--- config.mk ---
export PLATFORM = sky130hd
export DESIGN_NAME = counter_sweep_ctrl_flat
export DESIGN_NICKNAME = d
export VERILOG_FILES = /design/src/rtl/counter_sweep_ctrl_if.sv /design/src/rtl/counter_sweep_ctrl.sv /design/src/flat_wrapper.sv
export SDC_FILE = /design/constraint.sdc
export NUM_CORES = 1
export LEC_CHECK = 0
export BUFFER_PORTS_ARGS = -buffer_cell sky130_fd_sc_hd__buf_2
export CORE_MARGIN = 1.5
export CORE_UTILIZATION = 58
export CTS_CLUSTER_DIAMETER = 50
export DETAILED_ROUTE_END_ITERATION = 10
export GPL_ROUTABILITY_DRIVEN = 0
export PLACE_DENSITY = 0.81
export SETUP_SLACK_MARGIN = 0.1
export SYNTH_ARGS = -nofsm -noshare
export SYNTH_HDL_FRONTEND = slang
export SYNTH_SLANG_ARGS = --single-unit
--- constraint.sdc ---
create_clock -name clk -period 4.52 [get_ports clk]
set_clock_uncertainty 0.15 [all_clocks]
set_input_delay 0.678 -clock clk [delete_from_list [all_inputs] [get_ports clk]]
set_output_delay 0.678 -clock clk [all_outputs]
set_load 0.01 [all_outputs]
--- src/rtl/counter_sweep_ctrl_if.sv ---
// Host-side handshake and configuration bundle for counter_sweep_ctrl.
// The host drives start/abort/config as master; the controller reports status as slave.
interface counter_sweep_ctrl_if #(
  parameter int unsigned WIDTH = 8
);
  logic             start;
  logic             abort;
  logic [WIDTH-1:0] lo;
  logic [WIDTH-1:0] hi;
  logic [3:0]       sweeps;
  logic             busy;
  logic             done;
  logic             cfg_err;
  logic             track_err;
  logic [3:0]       sweep_cnt;

  modport master (
    output start, abort, lo, hi, sweeps,
    input  busy, done, cfg_err, track_err, sweep_cnt
  );

  modport slave (
    input  start, abort, lo, hi, sweeps,
    output busy, done, cfg_err, track_err, sweep_cnt
  );
endinterface

--- src/rtl/counter_sweep_ctrl.sv ---
// Sequences an external up/down counter through lo->hi->lo triangle sweeps,
// pacing one step pulse every DIV cycles and checking the counter against a shadow count.
module counter_sweep_ctrl #(
  parameter int unsigned WIDTH = 8,
  parameter int unsigned DIV   = 4
) (
  input  logic             clk,
  input  logic             rst_n,
  counter_sweep_ctrl_if.slave host,
  input  logic [WIDTH-1:0] counter_out_i,
  output logic             cnt_rst_o,
  output logic             cnt_enable_o,
  output logic             cnt_direction_o
);

  localparam int unsigned PW = (DIV > 2) ? $clog2(DIV) : 1;

  typedef enum logic [2:0] {
    S_IDLE,
    S_CLEAR,
    S_SEEK,
    S_UP,
    S_DOWN,
    S_DONE
  } state_t;

  state_t           state_q;
  logic             cnt_rst_q, cnt_enable_q, cnt_dir_q;
  logic             busy_q, done_q, cfg_err_q, track_err_q;
  logic [3:0]       sweep_cnt_q, sweeps_q;
  logic [WIDTH-1:0] lo_q, hi_q, exp_q, exp_d;
  logic [PW-1:0]    presc_q, presc_d;
  logic             fire, stepping;

  // Shadow count follows exactly the rules the counter applies to our registered controls.
  always_comb begin
    exp_d = exp_q;
    if (cnt_rst_q) begin
      exp_d = '0;
    end else if (cnt_enable_q) begin
      exp_d = cnt_dir_q ? exp_q + 1'b1 : exp_q - 1'b1;
    end
    fire     = (presc_q == PW'(DIV - 1));
    presc_d  = fire ? '0 : presc_q + 1'b1;
    stepping = (state_q == S_SEEK) || (state_q == S_UP) || (state_q == S_DOWN);
  end

  // Turnarounds are decided on the pulse edge using exp_d, so the direction
  // register changes going into a pulse-free cycle and the pulse grid is kept intact.
  always_ff @(posedge clk or negedge rst_n) begin
    if (!rst_n) begin
      state_q      <= S_IDLE;
      cnt_rst_q    <= 1'b1;
      cnt_enable_q <= 1'b0;
      cnt_dir_q    <= 1'b1;
      busy_q       <= 1'b0;
      done_q       <= 1'b0;
      cfg_err_q    <= 1'b0;
      track_err_q  <= 1'b0;
      sweep_cnt_q  <= '0;
      sweeps_q     <= '0;
      lo_q         <= '0;
      hi_q         <= '0;
      exp_q        <= '0;
      presc_q      <= '0;
    end else begin
      exp_q        <= exp_d;
      presc_q      <= presc_d;
      cnt_enable_q <= 1'b0;
      done_q       <= 1'b0;
      cfg_err_q    <= 1'b0;
      if (stepping && (counter_out_i != exp_q)) begin
        track_err_q <= 1'b1;
      end
      if (busy_q && host.abort) begin
        state_q   <= S_IDLE;
        busy_q    <= 1'b0;
        cnt_rst_q <= 1'b0;
      end else begin
        case (state_q)
          S_IDLE: begin
            cnt_rst_q <= 1'b0;
            if (host.start) begin
              if ((host.lo < host.hi) && (host.sweeps != 4'd0)) begin
                lo_q        <= host.lo;
                hi_q        <= host.hi;
                sweeps_q    <= host.sweeps;
                track_err_q <= 1'b0;
                sweep_cnt_q <= '0;
                busy_q      <= 1'b1;
                cnt_rst_q   <= 1'b1;
                cnt_dir_q   <= 1'b1;
                state_q     <= S_CLEAR;
              end else begin
                cfg_err_q <= 1'b1;
              end
            end
          end
          S_CLEAR: begin
            cnt_rst_q    <= 1'b0;
            cnt_enable_q <= 1'b1;
            presc_q      <= '0;
            state_q      <= (lo_q == '0) ? S_UP : S_SEEK;
          end
          S_SEEK: begin
            if (cnt_enable_q && (exp_d == lo_q)) begin
              state_q <= S_UP;
            end else if (fire) begin
              cnt_enable_q <= 1'b1;
            end
          end
          S_UP: begin
            if (cnt_enable_q && (exp_d == hi_q)) begin
              state_q   <= S_DOWN;
              cnt_dir_q <= 1'b0;
            end else if (fire) begin
              cnt_enable_q <= 1'b1;
            end
          end
          S_DOWN: begin
            if (cnt_enable_q && (exp_d == lo_q)) begin
              sweep_cnt_q <= sweep_cnt_q + 4'd1;
              if (4'(sweep_cnt_q + 4'd1) == sweeps_q) begin
                state_q <= S_DONE;
              end else begin
                state_q   <= S_UP;
                cnt_dir_q <= 1'b1;
              end
            end else if (fire) begin
              cnt_enable_q <= 1'b1;
            end
          end
          S_DONE: begin
            if (done_q) begin
              busy_q  <= 1'b0;
              state_q <= S_IDLE;
            end else if (fire) begin
              done_q <= 1'b1;
            end
          end
          default: state_q <= S_IDLE;
        endcase
      end
    end
  end

  assign cnt_rst_o       = cnt_rst_q;
  assign cnt_enable_o    = cnt_enable_q;
  assign cnt_direction_o = cnt_dir_q;
  assign host.busy       = busy_q;
  assign host.done       = done_q;
  assign host.cfg_err    = cfg_err_q;
  assign host.track_err  = track_err_q;
  assign host.sweep_cnt  = sweep_cnt_q;

endmodule

--- src/flat_wrapper.sv ---
// flat-port wrapper written by rule: the top's interface ports become plain ports
module counter_sweep_ctrl_flat 
#(
  parameter int unsigned WIDTH = 8,
  parameter int unsigned DIV   = 4
)
  (clk, rst_n, counter_out_i, cnt_rst_o, cnt_enable_o, cnt_direction_o, host_start, host_abort, host_lo, host_hi, host_sweeps, host_busy, host_done, host_cfg_err, host_track_err, host_sweep_cnt);
  counter_sweep_ctrl_if #(.WIDTH(WIDTH)) host_i ();
  input  logic clk;
  input  logic rst_n;
  input  logic [WIDTH-1:0] counter_out_i;
  output logic cnt_rst_o;
  output logic cnt_enable_o;
  output logic cnt_direction_o;
  input wire logic [$bits(host_i.start)-1:0] host_start;
  input wire logic [$bits(host_i.abort)-1:0] host_abort;
  input wire logic [$bits(host_i.lo)-1:0] host_lo;
  input wire logic [$bits(host_i.hi)-1:0] host_hi;
  input wire logic [$bits(host_i.sweeps)-1:0] host_sweeps;
  output wire logic [$bits(host_i.busy)-1:0] host_busy;
  output wire logic [$bits(host_i.done)-1:0] host_done;
  output wire logic [$bits(host_i.cfg_err)-1:0] host_cfg_err;
  output wire logic [$bits(host_i.track_err)-1:0] host_track_err;
  output wire logic [$bits(host_i.sweep_cnt)-1:0] host_sweep_cnt;
  assign host_i.start = host_start;
  assign host_i.abort = host_abort;
  assign host_i.lo = host_lo;
  assign host_i.hi = host_hi;
  assign host_i.sweeps = host_sweeps;
  assign host_busy = host_i.busy;
  assign host_done = host_i.done;
  assign host_cfg_err = host_i.cfg_err;
  assign host_track_err = host_i.track_err;
  assign host_sweep_cnt = host_i.sweep_cnt;
  counter_sweep_ctrl #(.WIDTH(WIDTH), .DIV(DIV)) u_core (.clk(clk), .rst_n(rst_n), .host(host_i), .counter_out_i(counter_out_i), .cnt_rst_o(cnt_rst_o), .cnt_enable_o(cnt_enable_o), .cnt_direction_o(cnt_direction_o));
endmodule
==> reports/qor.yml, run 1 <==
synth.most_common_cell: "dfrtp_1"
timing.final.crit_share_pct: 88.04
netlist_instances: 322
final_layout_size_suffix_gt1_share_pct: 24.79
grt_overflow: 0
holdCritStartpoint: "u_core.presc_q[0]"
io_buffer_count: 42
nets: 406
synth_ff_type: "dfrtp_1"
place_area_mm2: 0.003291
cp_cell_sequence: "inv_1 > fa_1 > xnor2_1 > o22ai_1 > nor3_1 > a21oi_1 > or4_4 > a2111oi_4 > nand2_2 > mux2_4 > a22o_1"
p_int_uw: 1328
worstSetupStartpointType: "flop"
avgSynthCellArea_um2: 9.458
synth.distinct_cells: 61
wl_per_cell_um: 16.24
grt_pass1_vias: 2478
cp_data_arrival_time_ps: 4030
clk_latency_ps: 300
synthToLayoutAreaGrowth_pct: 12.20
ys_top_cells_by_count: "dfrtp_1 (42), nor2_1 (33), mux2_2 (21)"
hpwl_um: 5177
synth_top_cell_by_area: "dfrtp_1"
ioPinCount: 43
leakage_uw: 0.001588
whs_path_depth: 1
critPathCaptureType: "flop"
ys_warn_count: 0
rrSetupSlack_ps: 540
via_count: 2577
worst-path-buf-inv: 1
drv_slew: 0
cts_buffers: 5
regToRegStartpoint: "u_core.cnt_direction_o"
seq_area_frac_synth_pct: 36.24
worst-setup-path-type: "flop to flop"
cp.required_ps: 4570
antenna_found_initial: 0
clockBufferDepth: 2
syn_nets: 370
final.min_clock_period_ps: 3980
hold_class: "flop to flop"
track_usage_pct: 26.79
core_area_mm2: 0.005075
path_clk_slew_ps: 90
ant_nets: 0
pwr-share-seq_pct: 34.5
grt_pass1_wl_um: 11520
cts_tree: "done"
rsz0062_at_grt: "false"
ir_drop_uv: 347.0
switching_share_pct: 44.26
yosysTopAreaCellShare_pct: 34.51
fmax_ghz: 0.2513
status: "completed"
cts_resized: 0
cap_violations: 0
setup_viol: 0
htreeDepth: 2
wirelength_um: 6968
route.detailed.drc: 0
dieArea_mm2: 0.005694
netlist_area_mm2: 0.003045
maxSlewHeadroom_pct: 35.32
clock_power_share_pct: 13.9
clkSinkCount: 44
synth_edf_count: 0
critPathSlowestCell: "dfstp_2"
worstReg2RegEnd: "u_core.host.sweep_cnt[2]"
post_cts_buffers: 0
grt_max_degree: 45
cts-root-buf: "clkbuf_8"
ctsHoldBuffers: 0
setup_tns_ps: 0
die_height_um: 75.46
vias_per_cell: 6.007
combPwrFrac_pct: 51.7
reg2reg_depth: 11
n_antenna_cell: 0
hold_viol: 0
fill_cells: 413
cp_top_family: "simple AND/OR/NAND/NOR gates"
switching_power_uw: 1054
async_flop_share_pct: 100.0
rows: 26
slowest_delay_ps: 580
worst_slew_pin_slew_ps: 970.1
whs_ps: 306.7
whs_endpoint: "u_core.presc_q[0]"
final_area_mm2: 0.003417
first_iter_violations: 225
p_per_area_mw_per_mm2: 697.1
cp_max_fo: 8
fp.dieW_um: 75.46
synth_area_leaders: "dfrtp_1 (35%), mux2_2 (7.8%), ha_1 (6.2%)"
firstDrtPassIters: 4
initial_core_util_pct: 60.01
synth-seq-cells: 44
kinds of logic after synthesis:
family                   count (synthesis)  share of synthesized area (%)
buffers and inverters                   29                          3.944
multiplexers                            31                          11.26
XOR/XNOR                                24                          6.902
AND/OR/NAND/NOR                        108                          17.95
flip-flops                              44                          36.24
AO/OA/AOI/OAI                           70                          16.89
adder cells (fa/ha/maj)                 16                          6.820
power groups by stage:
stage / clock network (uW) / registers, uW / logic, uW
after global routing: 351 / 852 / 1370
final: 331 / 821 / 1230
after floorplan: 0 / 724 / 1020
after detailed placement: 0 / 823 / 1210
after CTS: 335 / 815 / 1220
after global placement: 0 / 812 / 1180
sequential cells by signal, summed over array words and instances (netlist names):
| name | count |
|---|---|
| u_core.cnt_direction_o | 1 |
| u_core.cnt_enable_o | 1 |
| u_core.cnt_rst_o | 1 |
| u_core.exp_q | 8 |
| u_core.hi_q | 8 |
| u_core.host.busy | 1 |
| u_core.host.cfg_err | 1 |
| u_core.host.done | 1 |
| u_core.host.sweep_cnt | 4 |
| u_core.host.track_err | 1 |
| u_core.lo_q | 8 |
| u_core.presc_q | 2 |
| u_core.state_q | 3 |
| u_core.sweeps_q | 4 |
per-stage QoR:
step / utilization (%) / setup WS [ps] / power (uW) / cells
final: 67.33 / 540.5 / 2382 / 429
after global routing: 67.33 / 287.9 / 2572 / 429
after CTS: 67.33 / 549.2 / 2374 / 429
after detailed placement: 64.84 / 560.1 / 2036 / 421
after global placement: 64.84 / 652.5 / 1988 / 421
after floorplan: - / 775.1 / 1745 / 322
routing by layer:
layer	track usage, %	wire length (um)
met1	36.42	3225
met2	43.27	3255
met3	4.894	329
met4	9.127	158
met5	0	0
worst max-delay path by stage:
stage | to | from | cells after the start
after floorplan | u_core.host.sweep_cnt[2] | u_core.cnt_direction_o | 11
after global placement | u_core.host.sweep_cnt[2] | u_core.cnt_direction_o | 11
after detailed placement | u_core.host.sweep_cnt[2] | u_core.cnt_direction_o | 11
after CTS | u_core.host.sweep_cnt[2] | u_core.cnt_direction_o | 11
after global routing | u_core.state_q[0] | u_core.cnt_direction_o | 11
final | u_core.host.sweep_cnt[2] | u_core.cnt_direction_o | 11
cells in the final DEF, fill, tap and decap left out, types with 3 or more instances in the layout:
cell,n
a21o_1,5
o21ai_0,10
nand2_1,18
buf_2,42
a21oi_1,14
xor2_1,12
or2_2,3
o221ai_1,3
nand4b_1,3
nor4_1,5
nand4_1,4
nor3_1,10
nor2_1,33
nor2b_1,4
mux2i_1,8
inv_1,14
clkbuf_8,7
and3_1,4
dfrtp_1,42
mux2_2,21
nand2b_1,6
xnor2_1,12
nand3_1,10
a31oi_1,6
a31o_2,3
ha_1,15
area by class of cell:
class	instances	area, um2	area share, %
clock buffers	7	96.34	2.819
multi-input cells	249	1822	53.31
clock inverters	1	30.03	0.8788
flip-flops and latches	44	1104	32.30
repair buffers	44	225.2	6.591
inverters	14	52.55	1.538
well taps	70	87.58	2.563
Note: power is estimated with default switching activity, not from simulation.
==> inputs of run 2 (changes only) <==
--- a/config.mk
+++ b/config.mk
@@ -6,13 +6,16 @@
 export NUM_CORES = 1
 export LEC_CHECK = 0
 export BUFFER_PORTS_ARGS = -buffer_cell sky130_fd_sc_hd__buf_2
+export CELL_PAD_IN_SITES_DETAIL_PLACEMENT = 1
+export CELL_PAD_IN_SITES_GLOBAL_PLACEMENT = 2
 export CORE_MARGIN = 1.5
-export CORE_UTILIZATION = 58
+export CORE_UTILIZATION = 36
 export CTS_CLUSTER_DIAMETER = 50
 export DETAILED_ROUTE_END_ITERATION = 10
 export GPL_ROUTABILITY_DRIVEN = 0
-export PLACE_DENSITY = 0.81
+export PLACE_DENSITY_LB_ADDON = 0.1
 export SETUP_SLACK_MARGIN = 0.1
+export SLEW_MARGIN = 10
 export SYNTH_ARGS = -nofsm -noshare
 export SYNTH_HDL_FRONTEND = slang
 export SYNTH_SLANG_ARGS = --single-unit
==> run 2 against run 1 <==
Net effect: global-route usage is 6.9 points lower; sequential share of layout area is 0.19 points lower; worst setup slack worse by 74 ps; fmax is 1.8% lower.
==> reports/qor.yml, run 2 (synthesized netlist as in run 1, its figures left out) <==
hold_viol: 0
cp.required_ps: 4570
hpwl_um: 6355
first_iter_violations: 144
grt_use_met2_pct: 30.71
clk_latency_ps: 300
fmax_ghz: 0.2467
regToRegStartpoint: "u_core.cnt_direction_o"
cts-root-buf: "clkbuf_8"
track_usage_pct: 19.87
critPathCaptureType: "flop"
cp-startpoint: "u_core.cnt_direction_o"
ioPinCount: 43
worstSetupStartpointType: "flop"
synthToLayoutAreaGrowth_pct: 12.86
cts_buffers: 5
ir_drop_uv: 203.3
cap_violations: 0
setup_tns_ps: 0
fill_cells: 1000
timing.final.crit_share_pct: 89.68
n_antenna_cell: 0
core_area_mm2: 0.008217
dp.cells: 458
path_clk_slew_ps: 90
slowest_delay_ps: 590
io_buffer_count: 42
layout_common_cells: "buf_2 (42), dfrtp_1 (42), nor2_1 (32)"
setup_viol: 0
grt_max_degree: 45
route.detailed.drc: 0
critPathSlowestCell: "dfstp_2"
met3_usage_pct: 3.301
drv_slew: 0
leakage_uw: 0.001576
firstDrtPassIters: 4
via_count: 2603
cp_cell_sequence: "inv_1 > fa_1 > a21o_2 > a221oi_1 > mux2_2 > a21oi_1 > nor2_1 > a2111oi_4 > nand2_2 > mux2_4 > a22o_1"
stdcell_count: 466
post_cts_buffers: 0
rows: 33
hold_class: "flop to flop"
cp_data_arrival_time_ps: 4100
die_height_um: 94.98
cts_tree: "done"
maxSlewHeadroom_pct: 30.19
grt_overflow: 0
ctsHoldBuffers: 0
wirelength_um: 8429
initial_core_util_pct: 37.06
final_layout_size_suffix_gt1_share_pct: 24.93
htreeDepth: 2
holdCritStartpoint: "u_core.presc_q[0]"
worst_slew_pin_slew_ps: 1047
p_per_area_mw_per_mm2: 686.3
cp_max_fo: 8
dieArea_mm2: 0.009020
nets: 408
grt_busiest_layer: "met2"
reg.largest.list: "u_core.exp_q: 8 flops, u_core.hi_q: 8 flops, u_core.lo_q: 8 flops"
clockBufferDepth: 2
fp.dieW_um: 94.98
use_met1_pct: 28.88
vias_per_cell: 5.586
final.min_clock_period_ps: 4054
wl_per_cell_um: 18.09
grt_pass1_vias: 2543
antenna_found_initial: 0
status: "completed"
ant_nets: 0
worst-setup-path-type: "flop to flop"
clkSinkCount: 44
grt_pass1_wl_um: 13520
cts_resized: 0
rsz0062_at_grt: "false"
run 2: cell types whose count changed in the layout (fill, tap and decap cells not counted), sizes merged:
cell / change
bufinv: -1
clkinv: +1
buf: +2
run 2: power breakdown:
group	switching (uW)	total, uW	internal [uW]
sequential	226	798	572
clock	146	257	111
combinational	731	1300	572
run 2: worst paths after layout:
kind | end | cells after the start | slack [ps]
min in group asynchronous | u_core.exp_q[1] | 1 | 390
setup / recovery | u_core.host.sweep_cnt[2] | 11 | 470
max in group asynchronous | u_core.lo_q[3] | 1 | 3160
setup reg to reg | u_core.host.sweep_cnt[2] | 11 | 470
hold reg to reg | u_core.presc_q[0] | 1 | 290
hold / removal | u_core.presc_q[0] | 1 | 290
run 2: critical path, delay by kind of cell (launching register included):
family / cells / cell delay (ps)
simple gates: 2 / 250
flops: 1 / 590
fa+ha+maj: 1 / 480
mux: 2 / 720
compound gates: 5 / 1600
buf+inv: 1 / 160
run 2: per-layer routing:
layer | wire length (um) | vias to the layer above
met2 | 3800 | 56
met1 | 4210 | 1284
li1 | - | 1256
met5 | 0 | -
met4 | 91 | 0
met3 | 326 | 7
run 2: per-stage QoR:
step	hold WS [ps]	instance area (um2)	worst slack, ps	util [%]	power, uW
global route	315.9	3437	195.5	41.83	2580
floorplan	232.4	3045	775.1	-	1745
finish	291.2	3437	466.4	41.83	2359
global placement	277.3	3352	587.5	40.79	2089
detailed placement	285.8	3352	473.4	40.79	2112
CTS	298.7	3437	454.4	41.83	2381
run 2: cell type report:
type,instances,area (um2),share of cell area [%]
clock inverters,1,8.758,0.2548
inverters,14,52.55,1.529
multi-input cells,249,1824,53.08
clock buffers,7,76.32,2.221
well taps,105,131.4,3.822
repair buffers,46,240.2,6.989
flip-flops and latches,44,1104,32.11
==> inputs of run 3 (changes only) <==
--- a/config.mk
+++ b/config.mk
@@ -13,6 +13,7 @@
 export CTS_CLUSTER_DIAMETER = 50
 export DETAILED_ROUTE_END_ITERATION = 10
 export GPL_ROUTABILITY_DRIVEN = 0
+export HOLD_SLACK_MARGIN = 0.08
 export PLACE_DENSITY_LB_ADDON = 0.1
 export SETUP_SLACK_MARGIN = 0.1
 export SLEW_MARGIN = 10
==> constraint.sdc (replaced) <==
create_clock -name clk -period 4.52 [get_ports clk]
set_clock_uncertainty 0.15 [all_clocks]
set_input_delay 0.904 -clock clk [delete_from_list [all_inputs] [get_ports clk]]
set_output_delay 0.904 -clock clk [all_outputs]
set_load 0.01 [all_outputs]
==> run 3 against run 2 <==
Net effect: power increased by 2.0%; die area unchanged; worst setup slack improved by 27 ps; global-route usage increased by 0.75 points; combinational power about the same; first-iteration DRC count decreased by 52%; clock power increased by 22%; fmax increased by 0.68%; hold slack improved by 7.5 ps; largest cell class unchanged; largest power group unchanged.
==> reports/qor.yml, run 3 (synthesized netlist as in run 1, its figures left out) <==
nets: 408
synthToLayoutAreaGrowth_pct: 13.60
hold_class: "flop to flop"
drv_slew: 0
cts_buffers: 5
cts-root-buf: "clkbuf_8"
critPathCaptureType: "flop"
final_area_mm2: 0.003460
cp.required_ps: 4560
ioPinCount: 43
worst-setup-path-type: "flop to flop"
setup_tns_ps: 0
cp_max_fo: 10
multi_input_area_mm2: 0.001824
via_count: 2597
fp.dieW_um: 94.98
grt_overflow: 0
layout.area.seq_mm2: 0.001104
antenna_found_initial: 0
fill_cells: 974
first_iter_violations: 69
setup_viol: 0
wl_per_cell_um: 18.36
dp.cells: 458
firstDrtPassIters: 4
dieArea_mm2: 0.009020
path_clk_slew_ps: 90
cts_tree: "done"
grt_pass1_wl_um: 14130
post_cts_buffers: 0
wirelength_um: 8557
track_usage_pct: 20.62
place_area_mm2: 0.003352
clk_latency_ps: 300
reg.largest.list: "u_core.exp_q: 8 flops, u_core.hi_q: 8 flops, u_core.lo_q: 8 flops"
rsz0062_at_grt: "false"
initial_core_util_pct: 37.06
worstSetupStartpointType: "flop"
vias_per_cell: 5.573
route.detailed.drc: 0
io_buffer_count: 42
stdcell_count: 466
hold_viol: 0
hpwl_um: 6557
core_area_mm2: 0.008217
status: "completed"
cp_data_arrival_time_ps: 4070
layout_common_cells: "buf_2 (42), dfrtp_1 (42), nor2_1 (32)"
rows: 33
clkSinkCount: 44
grt_max_degree: 45
ir_drop_uv: 210.2
fmax_ghz: 0.2484
p_per_area_mw_per_mm2: 695.1
finalWorstSetupSlack_ps: 493.8
htreeDepth: 2
maxSlewHeadroom_pct: 27.63
ctsHoldBuffers: 0
grt_pass1_vias: 2660
leakage_uw: 0.001588
final.min_clock_period_ps: 4026
final_layout_size_suffix_gt1_share_pct: 25.21
cap_violations: 0
clockBufferDepth: 2
n_antenna_cell: 0
timing.final.crit_share_pct: 89.07
cts_resized: 0
die_height_um: 94.98
pre_cts_slack_ps: 485.4
ant_nets: 0
worst_slew_pin_slew_ps: 1086
run 3: cell count changes in the layout (fill, tap and decap cells not counted), sizes merged:
cell    before  now
clkbuf       7    6
bufinv       0    1
run 3: path summary, 6_finish.rpt:
path,start,endpoint,slack (ps),cells after the start
worst min-delay path,u_core.presc_q[0],u_core.presc_q[0],300,1
worst max register to register,u_core.cnt_direction_o,u_core.host.sweep_cnt[2],490,11
worst max-delay path,u_core.cnt_direction_o,u_core.host.sweep_cnt[2],490,11
min in group asynchronous,rst_n,u_core.exp_q[1],630,1
max in group asynchronous,rst_n,u_core.hi_q[7],2900,1
worst min register to register,u_core.presc_q[0],u_core.presc_q[0],300,1
run 3: power by group:
group	total (uW)	switching (uW)	internal [uW]
Combinational	1290	723	571
Sequential	798	225	572
Clock	313	149	164
run 3: area by class of cell:
class	instances	area share, %
multi-input cells	249	52.73
flip-flops and latches	44	31.90
repair buffers	46	6.944
well taps	105	3.797
clock buffers	6	2.098
inverters	14	1.519
clock inverters	2	1.013
run 3: worst max-delay path, stage by stage, from the launching register on:
cell       delay (ps)
dfstp_2           580
inv_1             160
ha_1              490
and3_1            210
a221oi_1          560
mux2_2            400
a21oi_1           150
nor2_1             80
a2111oi_4         440
nand2_2           150
mux2_4            330
a22o_1            220
run 3: metrics by stage:
step | power [uW] | util [%] | hold slack (ps)
6_report | 2405 | 42.10 | 298.7
5_1_grt | 2624 | 42.10 | 349.7
4_1_cts | 2431 | 42.10 | 306.8
3_5_place_dp | 2113 | 40.79 | 294.2
3_3_place_gp | 2081 | 40.79 | 277.8
2_1_floorplan | 1745 | - | 265.0
run 3: layer usage:
| layer | GRT usage [%] | routed length, um |
|---|---|---|
| met3 | 3.060 | 260 |
| met4 | 4.104 | 76 |
| met2 | 33.51 | 3963 |
| met5 | 0 | 0 |
| met1 | 29.00 | 4258 |
